[config.mk]
export PLATFORM = sky130hd
export DESIGN_NAME = lion_mem_arbiter
export DESIGN_NICKNAME = d
export VERILOG_FILES = /design/src/rtl/lion_mem_arbiter.sv
export SDC_FILE = /design/constraint.sdc
export NUM_CORES = 1
export LEC_CHECK = 0
export CAP_MARGIN = 20
export CORE_ASPECT_RATIO = 0.75
export CORE_MARGIN = 2
export CORE_UTILIZATION = 31
export DETAILED_ROUTE_END_ITERATION = 6
export PLACE_DENSITY = 0.77
export RECOVER_POWER = 25
export SLEW_MARGIN = 20
export SYNTH_ARGS = -nofsm -noshare
export SYNTH_HDL_FRONTEND = slang
export SYNTH_SLANG_ARGS = --single-unit
[constraint.sdc]
create_clock -name clock -period 2.2 [get_ports clock]
set_input_delay 0.22 -clock clock [delete_from_list [all_inputs] [get_ports clock]]
set_output_delay 0.22 -clock clock [all_outputs]
set_load 0.01 [all_outputs]
[src/rtl/lion_mem_arbiter.sv]
// Two-to-one round-robin arbiter sharing one native memory bus between
// instruction fetch and load/store, with an optional stall watchdog.
module lion_mem_arbiter #(
  parameter int unsigned TIMEOUT   = 64,
  parameter logic [31:0] ERR_RDATA = 32'h0000_0000
) (
  input  logic        clock,
  input  logic        reset,
  input  logic        i_valid,
  input  logic [31:0] i_addr,
  output logic        i_ready,
  output logic [31:0] i_rdata,
  input  logic        d_valid,
  input  logic [31:0] d_addr,
  input  logic [31:0] d_wdata,
  input  logic [3:0]  d_wstrb,
  output logic        d_ready,
  output logic [31:0] d_rdata,
  output logic        mem_valid,
  output logic        mem_instr,
  input  logic        mem_ready,
  output logic [31:0] mem_addr,
  output logic [31:0] mem_wdata,
  output logic [3:0]  mem_wstrb,
  input  logic [31:0] mem_rdata,
  output logic        timeout,
  output logic        last_grant
);

  localparam int unsigned WD_W = (TIMEOUT == 0) ? 1 : $clog2(TIMEOUT + 1);
  localparam logic [WD_W-1:0] WD_LAST = WD_W'((TIMEOUT == 0) ? 0 : TIMEOUT - 1);
  localparam logic [WD_W-1:0] WD_MAX  = {WD_W{1'b1}};

  typedef enum logic [1:0] {IDLE, BUSY_I, BUSY_D} state_t;

  state_t          state, state_n;
  logic [WD_W-1:0] wd, wd_n;
  logic            mem_valid_n, mem_instr_n, last_grant_n;
  logic [31:0]     mem_addr_n, mem_wdata_n;
  logic [3:0]      mem_wstrb_n;
  logic            wd_hit, done;
  logic [31:0]     rsp_data;

  // State and registered bus outputs
  always_ff @(posedge clock or posedge reset) begin
    if (reset) begin
      state      <= IDLE;
      wd         <= '0;
      mem_valid  <= 1'b0;
      mem_instr  <= 1'b0;
      mem_addr   <= 32'h0;
      mem_wdata  <= 32'h0;
      mem_wstrb  <= 4'h0;
      last_grant <= 1'b1;
    end else begin
      state      <= state_n;
      wd         <= wd_n;
      mem_valid  <= mem_valid_n;
      mem_instr  <= mem_instr_n;
      mem_addr   <= mem_addr_n;
      mem_wdata  <= mem_wdata_n;
      mem_wstrb  <= mem_wstrb_n;
      last_grant <= last_grant_n;
    end
  end

  // Arbitration, completion and watchdog; ready/rdata/timeout are combinational
  always_comb begin
    state_n      = state;
    wd_n         = wd;
    mem_valid_n  = mem_valid;
    mem_instr_n  = mem_instr;
    mem_addr_n   = mem_addr;
    mem_wdata_n  = mem_wdata;
    mem_wstrb_n  = mem_wstrb;
    last_grant_n = last_grant;
    i_ready      = 1'b0;
    i_rdata      = 32'h0;
    d_ready      = 1'b0;
    d_rdata      = 32'h0;
    timeout      = 1'b0;
    wd_hit       = (TIMEOUT != 0) && (wd == WD_LAST);
    done         = 1'b0;
    rsp_data     = mem_ready ? mem_rdata : ERR_RDATA;

    case (state)
      IDLE: begin
        // On contention the side that did not win last time is granted
        if (i_valid && (!d_valid || last_grant)) begin
          state_n      = BUSY_I;
          mem_valid_n  = 1'b1;
          mem_instr_n  = 1'b1;
          mem_addr_n   = i_addr;
          mem_wdata_n  = 32'h0;
          mem_wstrb_n  = 4'h0;
          last_grant_n = 1'b0;
          wd_n         = '0;
        end else if (d_valid) begin
          state_n      = BUSY_D;
          mem_valid_n  = 1'b1;
          mem_instr_n  = 1'b0;
          mem_addr_n   = d_addr;
          mem_wdata_n  = d_wdata;
          mem_wstrb_n  = d_wstrb;
          last_grant_n = 1'b1;
          wd_n         = '0;
        end
      end
      BUSY_I, BUSY_D: begin
        done    = mem_ready || wd_hit;
        timeout = !mem_ready && wd_hit;
        if (state == BUSY_I) begin
          i_ready = done;
          i_rdata = done ? rsp_data : 32'h0;
        end else begin
          d_ready = done;
          d_rdata = done ? rsp_data : 32'h0;
        end
        if (done) begin
          state_n     = IDLE;
          mem_valid_n = 1'b0;
          mem_wstrb_n = 4'h0;
        end else if (wd != WD_MAX) begin
          wd_n = wd + WD_W'(1);
        end
      end
      default: begin
        state_n     = IDLE;
        mem_valid_n = 1'b0;
        mem_wstrb_n = 4'h0;
      end
    endcase
  end

endmodule

==> Word-level counts from Yosys, hierarchy flattened <==
Index checks and enable logic that the tools add are counted.
Widths: inputs -> output; s select.
{ "word_totals": {"reg_bits": 80, "output_inout_bits": 138, "wordCells": 65} }
{ "classes": {"addsub": 1, "eq_ne": 8, "mux": 35, "n_reduce_logical": 13} }
{ "op_table": {"columns": ["op", "n"], "rows": [
  ["$mux 32", 10],
  ["$mux 7", 4],
  ["$pmux 7 s2", 1],
  ["$mux 4", 3],
  ["$mux 1", 11],
  ["$pmux 4 s2", 1],
  ["$add 7x1->7 const B", 1],
  ["$eq 7x6->1 const B", 1],
  ["$ne 7x7->1 const B", 1],
  ["$mux 2", 3],
  ["$ne 2x2->1 const B", 3],
  ["$pmux 2 s2", 1],
  ["$reduce_and 2->1", 2],
  ["$reduce_and 4->1", 1],
  ["$reduce_bool 2->1", 2],
  ["$ne 3x3->1 const B", 1],
  ["$eq 2x1->1 const B", 1],
  ["$eq 2x2->1 const B", 1],
  ["$logic_and 1x1->1", 2],
  ["$logic_not 1->1", 2],
  ["$logic_not 2->1", 1],
  ["$logic_or 1x1->1", 2],
  ["$pmux 1 s2", 1],
  ["$reduce_or 2->1", 1]
]} }

==> Longest topological paths before layout <==
Gate-level depths: netlist of run 1.
{ "depth": {"depth_word": 5, "ltp_mapped": 8} }

==> Worst setup path after synthesis of run 1 <==
OpenSTA, ideal clock, no wires.
{ "synth_path": {"kind": "register to register", "from": "reg state[0]", "to": "reg wd[1]", "setup_time_ns": 0.125, "arrival_ns": 1.525, "t_required_ns": 2.075, "path_slack_ns": 0.550, "path_stages_with_launch": 8, "synth_period_minus_slack_ns": 1.650, "cell_sequence": "dfrtp_1 > inv_1 > ha_1 > buf_4 > nand2b_1 > a21oi_4 > a21boi_2 > o22ai_1"} }
{ "synth_via": {"elab_chain_cells": 4} }
{ "synth_lines": {"columns": ["element", "line_no", "source"], "rows": [
  ["start: declaration", "36", "state_t state, state_n;"],
  ["start signal: assignment", "56", "state <= state_n;"],
  ["$eq 2x1->1 / $eq 2x2->1 (equally long branches)", "86", "case (state)"],
  ["$reduce_or 2->1", "86", null],
  ["$ne 2x2->1 (no line) / $reduce_bool 2->1 (equally long branches)", null, null],
  ["$reduce_and 4->1 (no line)", null, null],
  ["end signal: assignment", "57", "wd <= wd_n;"],
  ["end: declaration", "37", "logic [WD_W-1:0] wd, wd_n;"]
]} }
Several ways; a longest one is shown, not always the timed one.
A chain may end at the register's enable or synchronous reset.

==> Worst setup path in the final report of run 1 <==
{ "layout_path": {"from": "reg state[0]", "to": "out timeout"} }
{ "layout_via": {"elab_chain_cells": 3} }
{ "layout_lines": {"columns": ["element", "line_no", "source"], "rows": [
  ["$eq 2x1->1 / $eq 2x2->1 (equally long branches)", "86", null],
  ["$reduce_or 2->1 (*)", "86", null],
  ["$mux 1 (*)", "86", null],
  ["end: declaration", "26", "output logic timeout,"]
]} }
Every way passes the cells marked *; elsewhere a longest branch is shown, timed or not.

==> results of run 1 <==
report_power, final:
group          internal (mW)  total [mW]  switching, mW  leakage (nW)
Sequential              2.16        2.60          0.444          1.02
Clock                  0.827        1.41          0.581         0.135
Combinational           2.45        4.59           2.15          2.41
Total                   5.43        8.60           3.17          3.56
cell usage after synthesis (2+ instances only):
master	instances
dfrtp_1	79
nor2_1	67
inv_1	41
nand2_1	38
a22o_1	34
a222oi_1	32
clkbuf_1	16
buf_2	9
a21oi_1	5
a22o_2	3
ha_1	3
o21ai_0	3
a21o_1	2
a21oi_2	2
a41oi_1	2
buf_4	2
nand2b_1	2
nand4_1	2
state kept, by name, summed over array words and instances (netlist names):
register / count
last_grant: 1
mem_valid: 1
mem_instr: 1
mem_wstrb: 4
wd: 7
mem_wdata: 32
state: 2
mem_addr: 32
cells by family after synthesis:
group / after synthesis
DFF: 80
muxes: 1
and+or+nand+nor: 118
AOI/OAI and AO/OA: 94
buffers and inverters: 70
adders and majority gates: 3
metrics by stage:
stage	std cells	hold WS, ps	area, µm²	power (mW)	util [%]
after detailed placement	785	474	6690	7.28	57.6
final	802	482	6980	8.60	60.1
after CTS	802	409	6950	8.71	59.8
after global placement	785	467	6690	7.17	57.6
after floorplan	366	360	3710	4.75	-
after global routing	802	493	6980	9.17	60.1
metal layers:
layer  up-vias  share of wire [%]
li1       1830                  -
met1      1887                 35
met2       199                 53
met3        19                9.7
met4         0                2.1
met5         -                  0
worst min path at each step:
stage                          endpoint  slack [ps]  cells after the start
after floorplan            mem_wstrb[2]         360                      1
after global placement        mem_instr         470                      1
after detailed placement      mem_instr         470                      1
after CTS                 mem_wdata[23]         410                      3
after global routing      mem_wdata[16]         490                      2
final                         mem_instr         480                      1
critical path, cell delays in order (launching register included):
cell	delay, ps
dfrtp_1	370
inv_1	80
ha_4	290
nand2b_4	50
nor4_1	340
dlygate4sd2_1	340
layout make-up:
class	count	area [µm²]	area share [%]
well taps	162	203	2.90
repair buffers	287	2880	41.2
clock inverters	4	28.8	0.412
inverters	41	158	2.26
flip-flops and latches	80	2000	28.7
clock buffers	12	256	3.67
multi-input cells	216	1450	20.8
timing repair:
| action | 4_1_cts | 5_1_grt |
|---|---|---|
| gates cloned | 0 | 0 |
| hold buffers | 0 | 0 |
| gates resized for setup | 55 | 17 |
| endpoints found under the setup margin | 66 | 17 |
| setup buffers | 1 | 0 |
==> results.txt, run 1 <==
----------------------------------------------------
[Outcome]
  Run status ... complete, no violations

[Synthesis]
  Net count after synthesis ... 506
  Multiplexer share of the synthesized area ... 0.270%
  Area share of xor/xnor cells in the synthesized design ... 0%
  Count of flip-flops with a built-in enable after synthesis ... 0
  Proportion of synthesized flip-flops having asynchronous set or reset ... 100%
  Fraction of the mapped netlist area in simple logic gates ... 13.7%
  Synth cell types ... 42
  Cell count after synthesis ... 366
  Cell types with the largest area share after synthesis ... dfrtp_1, a222oi_1, a22o_1
  Dominant register cell in the synthesized netlist ... dfrtp_1
  Area share of the leading cell type in the synthesized netlist ... 53.3%
  Netlist area before placement ... 3710 µm²
  Leading area contributor after synthesis ... dfrtp_1
  Mapped Avg Cell Area ... 10.1 µm²
  Arithmetic-cell share of the synthesized area counting full adders, half adders and majority gates ... 1.01%
  Combinational family with the most area after synthesis ... compound AO/OA/AOI/OAI gates
  Compound-cell area share of the yosys netlist ... 23.0%
  Part of the Yosys area used for sequential elements ... 54.0%
  Seq cells post-synth ... 80
  Synthesis warning total ... 0

[GRT]
  Top Usage Layer GRT ... met2
  Final global-route overflow total ... 0
  Antenna violations before repair ... 0
  GRT met3 Usage ... 6.51%
  First-pass GRT wire length ... 20500 µm
  Met2 Track Usage GR ... 38.1%
  Global routing usage summed across all routing layers ... 20.4%
  Met1 demand-to-capacity share in global routing ... 21.9%
  Pin count of the biggest net entering global routing ... 81
  Vias in the first global route ... 3973

[Worst setup path]
  Critical Path Source Type ... flop
  Destination of the worst register-to-register timing path ... wd[1]
  Arr. time, crit path ... 1800 ps
  Peak fanout along the critical path ... 4
  Critical path data required time ... 1980 ps
  Crit Path Class ... reg -> out
  Critical Path Sink Type ... output port
  Depth of the worst register-to-register path ... 7
  CP Launch Point ... state[0]
  Capturing instance or port of the critical path ... timeout
  R2R Setup Slk ... 400 ps
  Origin of the critical flop-to-flop path ... state[0]

[Routing]
  First-pass iteration count of the detailed router ... 7
  Routed Antenna Nets ... 0
  Post-detailed-route via-to-cell ratio ... 4.91
  Vias ... 3935
  Wirelength, routed ... 13400 µm
  Iteration-0 DRC Markers ... 211
  Remaining DRCs ... 0
  WL/cell ... 16.7 µm

[Clock network]
  Clock tree root driver cell ... clkbuf_16
  H-Tree Depth ... 3
  # clock sinks ... 80
  Total CTS buffers ... 9
  Buffer depth of the longest clock path ... 2
  Skew-Pair Late Insertion Delay ... 320 ps
  CTS clock-pin slew for the worst setup and hold paths ... 60 ps
  TritonCTS clock tree ... done

[Floorplan]
  Floorplan die area ... 12900 µm²
  Initial core utilization ... 31.9%
  Number of placement rows ... 34
  Die height ... 98.7 µm
  Die X ... 130 µm
  Core outline area ... 11600 µm²
  Ports placed on the boundary ... 275

[STA]
  Final-layout setup total negative slack ... 0 ps
  Number of hold violations in the final report ... 0
  Post-layout worst setup margin ... 179 ps
  Max Slew Vio Count ... 0
  Clock period minus final worst setup slack ... 2020 ps
  Clock tree skew after final layout ... 4.40 ps
  Normalized max-slew margin ... 28.6%
  RSZ-0062 raised after global routing ... false
  Tightest Pin Transition ... 1070 ps
  Highest Clock Rate ... 495 MHz
  Setup-violating endpoint count in the final report ... 0
  Final Cycle Share ... 91.9%

[Hold path]
  Worst min-delay path category ... reg -> reg
  Startpoint of the most critical hold path ... mem_instr

[Layout]
  Filler Cell Count ... 970
  Fraction of final layout cells sized beyond drive strength 1 ... 7.66%
  Leading cell type in the layout, fill and taps excluded ... clkdlybuf4s50_1
  Area delta synth->final ... 88.2%
  Net total in the final layout ... 775
  Most frequent cells in the layout ... clkdlybuf4s50_1, dfrtp_1, nor2_1
  Antenna cell count ... 0

[Place]
  Setup slack at placement ... 97.2 ps
  Global placement routability congestion ... 0.804
  Post-DP HPWL ... 10100 µm
  Number of port buffers ... 274

[Pwr]
  Power density relative to cell area ... 1230 nW/µm²
  Maximum vdd ir drop ... 0.704 mV
  Static Leak ... 3.56 nW

[Run]
  Max-capacitance violation count ... 0

----------------------------------------------------
(Power assumes the default switching activity.)
==> run 2, diff against run 1 <==
CTS_CLUSTER_SIZE = 8   (was unset)
TNS_END_PERCENT = 10   (was unset)
==> results.txt, run 2 (synthesized netlist as in run 1, its figures left out) <==
----------------------------------------------------
[Place]
  Instance area after placement ... 6690 µm²
  Global placement routability congestion ... 0.804
  Number of port buffers ... 274
  Post-DP HPWL ... 10100 µm

[Floorplan]
  Die X ... 130 µm
  Number of placement rows ... 34
  Core outline area ... 11600 µm²
  Ports placed on the boundary ... 275
  Floorplan die area ... 12900 µm²
  Initial core utilization ... 31.9%
  Die height ... 98.7 µm

[Worst setup path]
  CP Launch Point ... state[0]
  Destination of the worst register-to-register timing path ... wd[1]
  Critical Path Source Type ... flop
  Crit Path Class ... reg -> out
  Critical path data required time ... 1980 ps
  Capturing instance or port of the critical path ... timeout
  Depth of the worst register-to-register path ... 7
  Arr. time, crit path ... 1840 ps
  R2R Setup Slk ... 380 ps
  Peak fanout along the critical path ... 4
  Origin of the critical flop-to-flop path ... state[0]
  Critical Path Sink Type ... output port

[STA]
  Clock tree skew after final layout ... 6.24 ps
  Normalized max-slew margin ... 28.7%
  Clock period minus final worst setup slack ... 2060 ps
  Highest Clock Rate ... 485 MHz
  Worst-case hold slack ... 483 ps
  Setup-violating endpoint count in the final report ... 0
  Final-layout setup total negative slack ... 0 ps
  Number of hold violations in the final report ... 0
  RSZ-0062 raised after global routing ... false
  Max Slew Vio Count ... 0
  Final Cycle Share ... 93.8%
  Tightest Pin Transition ... 1070 ps

[Routing]
  Remaining DRCs ... 3
  First-pass iteration count of the detailed router ... 7
  Iteration-0 DRC Markers ... 225
  Wirelength, routed ... 13300 µm
  Routed Antenna Nets ... 0
  Vias ... 3897
  Post-detailed-route via-to-cell ratio ... 4.86
  WL/cell ... 16.6 µm

[Layout]
  Area delta synth->final ... 86.6%
  Biggest regs ... mem_addr (32), mem_wdata (32), wd (7)
  Net total in the final layout ... 775
  Final standard cell area without fillers ... 6920 µm²
  Filler Cell Count ... 993
  Fraction of final layout cells sized beyond drive strength 1 ... 7.66%
  Leading cell type in the layout, fill and taps excluded ... clkdlybuf4s50_1
  Most frequent cells in the layout ... clkdlybuf4s50_1, dfrtp_1, nor2_1
  Antenna cell count ... 0

[Hold path]
  Worst min-delay path category ... reg -> reg

[Clock network]
  Clock tree root driver cell ... clkbuf_16
  Number of hold buffers added after cts ... 0
  Skew-Pair Late Insertion Delay ... 330 ps
  # clock sinks ... 80
  H-Tree Depth ... 3
  Total CTS buffers ... 9
  Buffer depth of the longest clock path ... 2
  CTS clock-pin slew for the worst setup and hold paths ... 60 ps
  TritonCTS clock tree ... done

[Pwr]
  Maximum vdd ir drop ... 0.710 mV
  Power density relative to cell area ... 1240 nW/µm²
  Static Leak ... 3.36 nW
  Total power draw ... 8.59 mW

[GRT]
  Vias in the first global route ... 3975
  First-pass GRT wire length ... 20600 µm
  Pin count of the biggest net entering global routing ... 81
  Global routing usage summed across all routing layers ... 20.4%
  Antenna violations before repair ... 0
  Final global-route overflow total ... 0

[Outcome]
  Violated checks ... design-rule violations
  Run status ... finished, violations left

[Run]
  Max-capacitance violation count ... 0

----------------------------------------------------
[run 2: final cells by class]
class | count | area [µm²] | share of cell area, %
Clock buffer | 12 | 256 | 3.70
Clock inverter | 4 | 28.8 | 0.416
Inverter | 41 | 158 | 2.28
Multi-Input combinational cell | 216 | 1450 | 21.0
Sequential cell | 80 | 2000 | 28.9
Tap cell | 162 | 203 | 2.93
Timing Repair Buffer | 287 | 2820 | 40.8
[run 2: worst max-delay path: stages (launching register included)]
cell	delay [ps]
dfrtp_1	380
inv_1	90
ha_4	300
nand2b_4	50
nor4_1	350
dlygate4sd2_1	340
[run 2: worst min path at each step]
| stage | from | endpoint | slack [ps] | cells past startpoint |
|---|---|---|---|---|
| finish | mem_instr | mem_instr | 480 | 1 |
| global route | d_wdata[16] | mem_wdata[16] | 490 | 2 |
| CTS | reset | mem_wdata[23] | 410 | 3 |
| detailed placement | mem_instr | mem_instr | 470 | 1 |
| global placement | mem_instr | mem_instr | 470 | 1 |
| floorplan | d_wstrb[2] | mem_wstrb[2] | 360 | 1 |
[run 2: per-layer routing]
layer / wire length, µm / vias to the layer above / global-route usage (%)
met5: 0 / - / 0
met1: 4770 / 1862 / 22.0
met4: 276 / 0 / 5.96
met2: 7050 / 189 / 38.1
li1: - / 1827 / -
met3: 1240 / 19 / 6.51
[run 2: stage by stage]
| stage | utilization (%) | worst slack, ps | instances |
|---|---|---|---|
| after detailed placement | 57.6 | 97.2 | 785 |
| final | 59.6 | 137 | 802 |
| after floorplan | - | 550 | 366 |
| after global routing | 59.6 | 90.4 | 802 |
| after global placement | 57.6 | 83.3 | 785 |
| after CTS | 59.6 | -95.0 | 801 |
[run 2: power by group]
group | internal [mW] | leakage [nW] | switching, mW | total [mW]
registers | 2.16 | 1.02 | 0.447 | 2.60
logic | 2.43 | 2.20 | 2.14 | 4.58
clock network | 0.827 | 0.135 | 0.584 | 1.41
[run 2: what timing repair did]
action	in CTS	in global routing
resized for setup	70	2
setup buffers	0	1
setup endpoints to repair	66	2
